--- config.mk ---
export PLATFORM = sky130hd
export DESIGN_NAME = ccff_chain_loader
export DESIGN_NICKNAME = d
export VERILOG_FILES = /design/src/rtl/ccff_loader_pkg.sv /design/src/rtl/ccff_guard_checker.sv /design/src/rtl/ccff_chain_loader.sv
export SDC_FILE = /design/constraint.sdc
export NUM_CORES = 1
export LEC_CHECK = 0
export CORE_MARGIN = 2
export CORE_UTILIZATION = 44
export DETAILED_ROUTE_END_ITERATION = 8
export DONT_BUFFER_PORTS = 1
export GPL_TIMING_DRIVEN = 0
export PLACE_DENSITY_LB_ADDON = 0.05
export SLEW_MARGIN = 15
export SYNTH_ARGS = -nofsm -noshare
export SYNTH_HDL_FRONTEND = slang
export SYNTH_HIERARCHICAL = 1
export SYNTH_SLANG_ARGS = --single-unit
--- constraint.sdc ---
create_clock -name prog_clk -period 3.8 [get_ports prog_clk]
set_clock_uncertainty 0.05 [all_clocks]
set_input_delay 0.76 -clock prog_clk [delete_from_list [all_inputs] [get_ports prog_clk]]
set_output_delay 0.76 -clock prog_clk [all_outputs]
set_load 0.01 [all_outputs]
--- src/rtl/ccff_loader_pkg.sv ---
// Shared types and sizing helpers for the ccff chain loader.
// Used by ccff_chain_loader and ccff_guard_checker.
package ccff_loader_pkg;

  typedef enum logic [1:0] {
    StIdle,
    StGuard,
    StLoad,
    StDone
  } ccff_state_e;

  // Words needed to cover the chain; the last word may be partially used.
  function automatic int unsigned num_words(input int unsigned chain_len,
                                            input int unsigned word_w);
    return (chain_len + word_w - 1) / word_w;
  endfunction

  // Bits needed to hold any value in 0..max_val.
  function automatic int unsigned cnt_width(input int unsigned max_val);
    return (max_val < 1) ? 1 : $clog2(max_val + 1);
  endfunction

endpackage

--- src/rtl/ccff_guard_checker.sv ---
// Compares the guard pattern returning on ccff_tail against the pattern that was pushed in.
// Instantiated only when CCFF_TAIL_CHECK_EN is defined; err_o is sticky until clear_i.
module ccff_guard_checker
  import ccff_loader_pkg::*;
#(
  parameter int unsigned          CHAIN_LEN     = 1024,
  parameter int unsigned          GUARD_LEN     = 8,
  parameter logic [GUARD_LEN-1:0] GUARD_PATTERN = 8'hA5,
  parameter int unsigned          KW            = cnt_width(CHAIN_LEN + GUARD_LEN)
) (
  input  logic          prog_clk,
  input  logic          pReset,
  input  logic          clear_i,
  input  logic          shift_en_i,
  input  logic [KW-1:0] k_i,
  input  logic          ccff_tail,
  output logic          err_o
);

  localparam logic [KW-1:0] WinLo = KW'(CHAIN_LEN);
  localparam logic [KW-1:0] WinHi = KW'(CHAIN_LEN + GUARD_LEN);

  logic [KW-1:0]        offset;
  logic [GUARD_LEN-1:0] pat_shifted;
  logic                 in_win;
  logic                 expected_bit;
  logic                 mismatch;
  logic                 err_d, err_q;

  always_comb begin
    offset       = k_i - WinLo;
    // Guard bit i emerges at the tail CHAIN_LEN shifts after it went in.
    pat_shifted  = GUARD_PATTERN << offset;
    expected_bit = pat_shifted[GUARD_LEN-1];
    in_win       = (k_i >= WinLo) && (k_i < WinHi);
    mismatch     = shift_en_i && in_win && (ccff_tail != expected_bit);

    err_d = err_q;
    if (clear_i) begin
      err_d = 1'b0;
    end else if (mismatch) begin
      err_d = 1'b1;
    end
  end

  always_ff @(posedge prog_clk) begin
    if (pReset) begin
      err_q <= 1'b0;
    end else begin
      err_q <= err_d;
    end
  end

  assign err_o = err_q;

endmodule

--- src/rtl/ccff_chain_loader.sv ---
// Serializes bitstream words MSB-first into a ccff chain and gates its shift clock.
// Define CCFF_TAIL_CHECK_EN to push a guard pattern ahead of the payload and check it at the tail.
module ccff_chain_loader
  import ccff_loader_pkg::*;
#(
  parameter int unsigned          CHAIN_LEN     = 1024,
  parameter int unsigned          WORD_W        = 32,
  parameter int unsigned          GUARD_LEN     = 8,
  parameter logic [GUARD_LEN-1:0] GUARD_PATTERN = 8'hA5
) (
  input  logic              prog_clk,
  input  logic              pReset,
  input  logic              start_i,
  input  logic [WORD_W-1:0] cfg_word_i,
  input  logic              cfg_valid_i,
  output logic              cfg_ready_o,
  output logic              ccff_head,
  input  logic              ccff_tail,
  output logic              prog_clk_en_o,
  output logic              busy_o,
  output logic              done_o,
  output logic              err_o
);

  localparam int unsigned NumWords = num_words(CHAIN_LEN, WORD_W);
  localparam int unsigned LastBits = CHAIN_LEN - (NumWords - 1) * WORD_W;
`ifdef CCFF_TAIL_CHECK_EN
  localparam int unsigned PreLen   = GUARD_LEN;
`else
  localparam int unsigned PreLen   = 0;
`endif
  localparam int unsigned TotalShifts = PreLen + CHAIN_LEN;
  localparam int unsigned KWidth      = cnt_width(TotalShifts);
  localparam int unsigned WordCntW    = cnt_width(NumWords);
  localparam int unsigned BitCntW     = cnt_width(WORD_W);

  localparam logic [KWidth-1:0]   KLast    = KWidth'(TotalShifts - 1);
  localparam logic [WordCntW-1:0] WordsMax = WordCntW'(NumWords);
  localparam logic [WordCntW-1:0] WordLast = WordCntW'(NumWords - 1);
  localparam logic [BitCntW-1:0]  BitsFull = BitCntW'(WORD_W);
  localparam logic [BitCntW-1:0]  BitsLast = BitCntW'(LastBits);
  localparam logic [BitCntW-1:0]  BitOne   = BitCntW'(1);

  ccff_state_e         state_d, state_q;
  logic [WORD_W-1:0]   buf_d, buf_q;
  logic [BitCntW-1:0]  bit_cnt_d, bit_cnt_q;
  logic [WordCntW-1:0] word_cnt_d, word_cnt_q;
  logic [KWidth-1:0]   k_d, k_q;
  logic                shift_en;
  logic                start_acc;
  logic                ready;
  logic                head;

`ifdef CCFF_TAIL_CHECK_EN
  localparam logic [KWidth-1:0] KGuardLast = KWidth'(GUARD_LEN - 1);
  logic [GUARD_LEN-1:0] guard_d, guard_q;
`endif

  always_comb begin
    state_d    = state_q;
    buf_d      = buf_q;
    bit_cnt_d  = bit_cnt_q;
    word_cnt_d = word_cnt_q;
    k_d        = k_q;
    shift_en   = 1'b0;
    start_acc  = 1'b0;
    ready      = 1'b0;
    head       = 1'b0;
`ifdef CCFF_TAIL_CHECK_EN
    guard_d    = guard_q;
`endif

    unique case (state_q)
      StIdle: begin
        if (start_i) begin
          start_acc  = 1'b1;
          buf_d      = '0;
          bit_cnt_d  = '0;
          word_cnt_d = '0;
          k_d        = '0;
`ifdef CCFF_TAIL_CHECK_EN
          guard_d    = GUARD_PATTERN;
          state_d    = StGuard;
`else
          state_d    = StLoad;
`endif
        end
      end
`ifdef CCFF_TAIL_CHECK_EN
      StGuard: begin
        shift_en = 1'b1;
        head     = guard_q[GUARD_LEN-1];
        guard_d  = guard_q << 1;
        k_d      = k_q + KWidth'(1);
        if (k_q == KGuardLast) begin
          state_d = StLoad;
        end
      end
`endif
      StLoad: begin
        shift_en = (bit_cnt_q != '0);
        head     = buf_q[WORD_W-1];
        // Accept while the last buffered bit leaves so words stream without a bubble.
        ready    = (word_cnt_q < WordsMax) && (bit_cnt_q <= BitOne);
        if (shift_en) begin
          buf_d     = buf_q << 1;
          bit_cnt_d = bit_cnt_q - BitOne;
          k_d       = k_q + KWidth'(1);
          if (k_q == KLast) begin
            state_d = StDone;
          end
        end
        if (ready && cfg_valid_i) begin
          buf_d      = cfg_word_i;
          bit_cnt_d  = (word_cnt_q == WordLast) ? BitsLast : BitsFull;
          word_cnt_d = word_cnt_q + WordCntW'(1);
        end
      end
      StDone: begin
        state_d = StIdle;
      end
      default: begin
        state_d = StIdle;
      end
    endcase
  end

  always_ff @(posedge prog_clk) begin
    if (pReset) begin
      state_q    <= StIdle;
      buf_q      <= '0;
      bit_cnt_q  <= '0;
      word_cnt_q <= '0;
      k_q        <= '0;
    end else begin
      state_q    <= state_d;
      buf_q      <= buf_d;
      bit_cnt_q  <= bit_cnt_d;
      word_cnt_q <= word_cnt_d;
      k_q        <= k_d;
    end
  end

`ifdef CCFF_TAIL_CHECK_EN
  always_ff @(posedge prog_clk) begin
    if (pReset) begin
      guard_q <= '0;
    end else begin
      guard_q <= guard_d;
    end
  end

  ccff_guard_checker #(
    .CHAIN_LEN    (CHAIN_LEN),
    .GUARD_LEN    (GUARD_LEN),
    .GUARD_PATTERN(GUARD_PATTERN),
    .KW           (KWidth)
  ) u_guard_checker (
    .prog_clk  (prog_clk),
    .pReset    (pReset),
    .clear_i   (start_acc),
    .shift_en_i(shift_en),
    .k_i       (k_q),
    .ccff_tail (ccff_tail),
    .err_o     (err_o)
  );
`else
  logic unused_sig;
  assign unused_sig = ^{ccff_tail, GUARD_PATTERN, start_acc};
  assign err_o      = 1'b0;
`endif

  assign cfg_ready_o   = ready;
  assign ccff_head     = head;
  assign prog_clk_en_o = shift_en;
  assign busy_o        = (state_q != StIdle);
  assign done_o        = (state_q == StDone);

endmodule
==> metrics.yaml <==
cells_and_area:
  n_antenna_cell: 0
  final_cells: 359
  area_delta_synth_final_pct: 11.5
  fin_area_mm2: 0.00290
  nets: 323
  n_fill_cell: 561
  final_layout_size_suffix_gt1_frac: 0.0941
critical_path:
  critPathMaxFanout: 10
  endpoint_kind: "primary output"
  cp.arrival_ns: 1.92
  path_class: "flip-flop to primary output"
  crit_path_start_kind: "flip-flop"
  worst_ep_required_time_ns: 2.99
synthesis:
  synth_common_cells: "57 x dfxtp_1, 31 x mux2i_1, 31 x o2bb2ai_1, 16 x a21oi_1, 14 x nor2_1"
  syn_nets: 312
  synth.most_common_cell: "dfxtp_1"
  yosysSeqAreaShare: 0.439
  netlist_area_mm2: 0.00260
  synth_flop_cell: "dfxtp_1"
  synth_top_area_cell: "dfxtp_1"
  synthTopCellsByArea: "dfxtp_1 44%, mux2i_1 12%, o2bb2ai_1 10%"
  synth_top_area_frac: 0.439
  yosysWarnings: 6
  synth.distinct_cells: 47
  synthCells: 271
  synth_seq_cells: 57
  async_flop_share: 0
  synth_edf_count: 0
  synth_area_per_cell_um2: 9.58
placement:
  dp_hpwl_um: 3660
  place_inst: 343
  gp_congestion: 0.771
  placed_cell_area_mm2: 0.00269
  portBuffers: 0
global_route:
  antenna_found_initial: 0
  grt_pass1_wl_um: 8870
  overflow: 0
  grt_pass1_vias: 1922
  grt_start_max_net_pins: 11
  grt_usage: 0.176
route:
  dr.pass1.iters: 4
  num_vias: 2029
  drcViolationCount: 0
  postRouteWirelength_um: 5210
  viasPerCell: 5.65
  ant_nets: 0
  wl_met2_um: 2240
  dr.max_layer_used: "met4"
  routed-wl-met3_um: 256
  drt_iter0_drc: 82
  drt-met1-wl_um: 2630
  routedWlPerCell_um: 14.5
sta:
  worst_pin_slew_ns: 0.766
  maxSlewHeadroom: 0.485
  max_freq_ghz: 0.366
  finalCritPeriodShare: 0.720
  whs_ns: 0.411
  finalCriticalPeriod_ns: 2.73
  finalSetupTns_ns: 0
  rsz0062_at_grt: "no"
  maxSlewViolCount: 0
  final-hold-violation-count: 0
  setup_violations: 0
floorplanning:
  ioPinCount: 43
  die_area_mm2: 0.00653
  core-area_mm2: 0.00561
  die_y_um: 80.8
  rows: 27
  die_w_um: 80.8
  start_util: 0.463
cts:
  cts_buffers: 9
  cts.reportedPaths.clkPinSlew_ns: 0.06
  cts_tree: "yes"
  post_cts_resized: 0
  cts.path.max_buffers: 2
  cts-root-buf: "clkbuf_8"
  htree_levels: 3
  clkSinkCount: 57
  post-cts-setup-buffer-count: 0
  cts_hold_buf: 0
  clkLatencyLatePin_ns: 0.32
flow_run:
  cap_violations: 0
power:
  peakVddDrop_v: 0.000238
  cellLeakagePower_nw: 0.992
  p_per_area_mw_per_mm2: 508
outcome:
  status: "complete, no violations"
hold_path:
  hold_path_class: "flip-flop to flip-flop"
==> where the power goes <==
group	internal, mW	switching (mW)
combinational	0.105	0.138
clock	0.356	0.230
sequential	0.622	0.0183
==> cells by family (layout without fill, tap and decap cells) <==
family                   count (synthesis)  count (layout)  share of synthesized area
AO/OA/AOI/OAI                           75              75                      0.208
buffers and inverters                   25              41                     0.0424
adder cells (fa/ha/maj)                  4               4                     0.0193
flip-flops                              57              57                      0.439
multiplexers                            31              31                      0.119
AND/OR/NAND/NOR                         75              75                      0.160
other                                    1               1                    0.00144
XOR/XNOR                                 3               3                     0.0101
==> flip-flops by register name (all words and copies together), names as in the netlist <==
register    cells
buf_q          32
state_q         2
bit_cnt_q       6
word_cnt_q      6
k_q            11
==> worst max-delay path: stages (launching register included) <==
cell and delay (ns):
dfxtp_1 0.35, or4_4 0.52, buf_6 0.15, nor4_1 0.57
==> path summary, 6_finish.rpt <==
path         slack, ns                 startpoint                      to  cells after the start
max               1.07  bit_cnt_q[2]$_SDFFE_PP0P_             cfg_ready_o                      3
min               0.41     buf_q[24]$_SDFFE_PP0P_  buf_q[24]$_SDFFE_PP0P_                      1
max reg2reg       1.42  bit_cnt_q[2]$_SDFFE_PP0P_   buf_q[4]$_SDFFE_PP0P_                      6
min reg2reg       0.41     buf_q[24]$_SDFFE_PP0P_  buf_q[24]$_SDFFE_PP0P_                      1
==> placed cells by master (no fill, tap or decap), types with 4 or more instances in the layout <==
master | netlist | layout
mux2i_1 | 31 | 31
inv_1 | 6 | 6
o21ai_0 | 12 | 12
nor2_1 | 14 | 14
clkbuf_8 | 0 | 12
dfxtp_1 | 57 | 57
or3_1 | 12 | 12
clkbuf_1 | 12 | 14
nand3_1 | 8 | 8
ha_1 | 4 | 4
or4_1 | 5 | 5
nand2_1 | 12 | 12
a21oi_1 | 16 | 16
o2bb2ai_1 | 31 | 31
==> metrics by stage <==
step,utilization,setup WS [ns],power [mW]
after global placement,0.479,1.44,0.897
after detailed placement,0.479,1.42,0.899
after CTS,0.516,1.05,1.49
after global routing,0.516,0.884,1.54
after floorplan,-,1.60,0.852
final,0.516,1.07,1.47
==> area by class of cell <==
cell class / instances / area (um^2) / area share
multi-input cells: 189 / 1350 / 0.465
flip-flops and latches: 57 / 1140 / 0.394
clock buffers: 14 / 173 / 0.0596
well taps: 72 / 90.1 / 0.0311
plain buffers: 19 / 87.6 / 0.0303
clock inverters: 2 / 35.0 / 0.0121
inverters: 6 / 22.5 / 0.00778
==> metal layers <==
layer / GRT usage / vias up
met5: 0 / -
met4: 0.0712 / 0
met3: 0.0644 / 8
met2: 0.253 / 36
met1: 0.239 / 949
li1: - / 1036
Power figures use the tool's default switching activity.
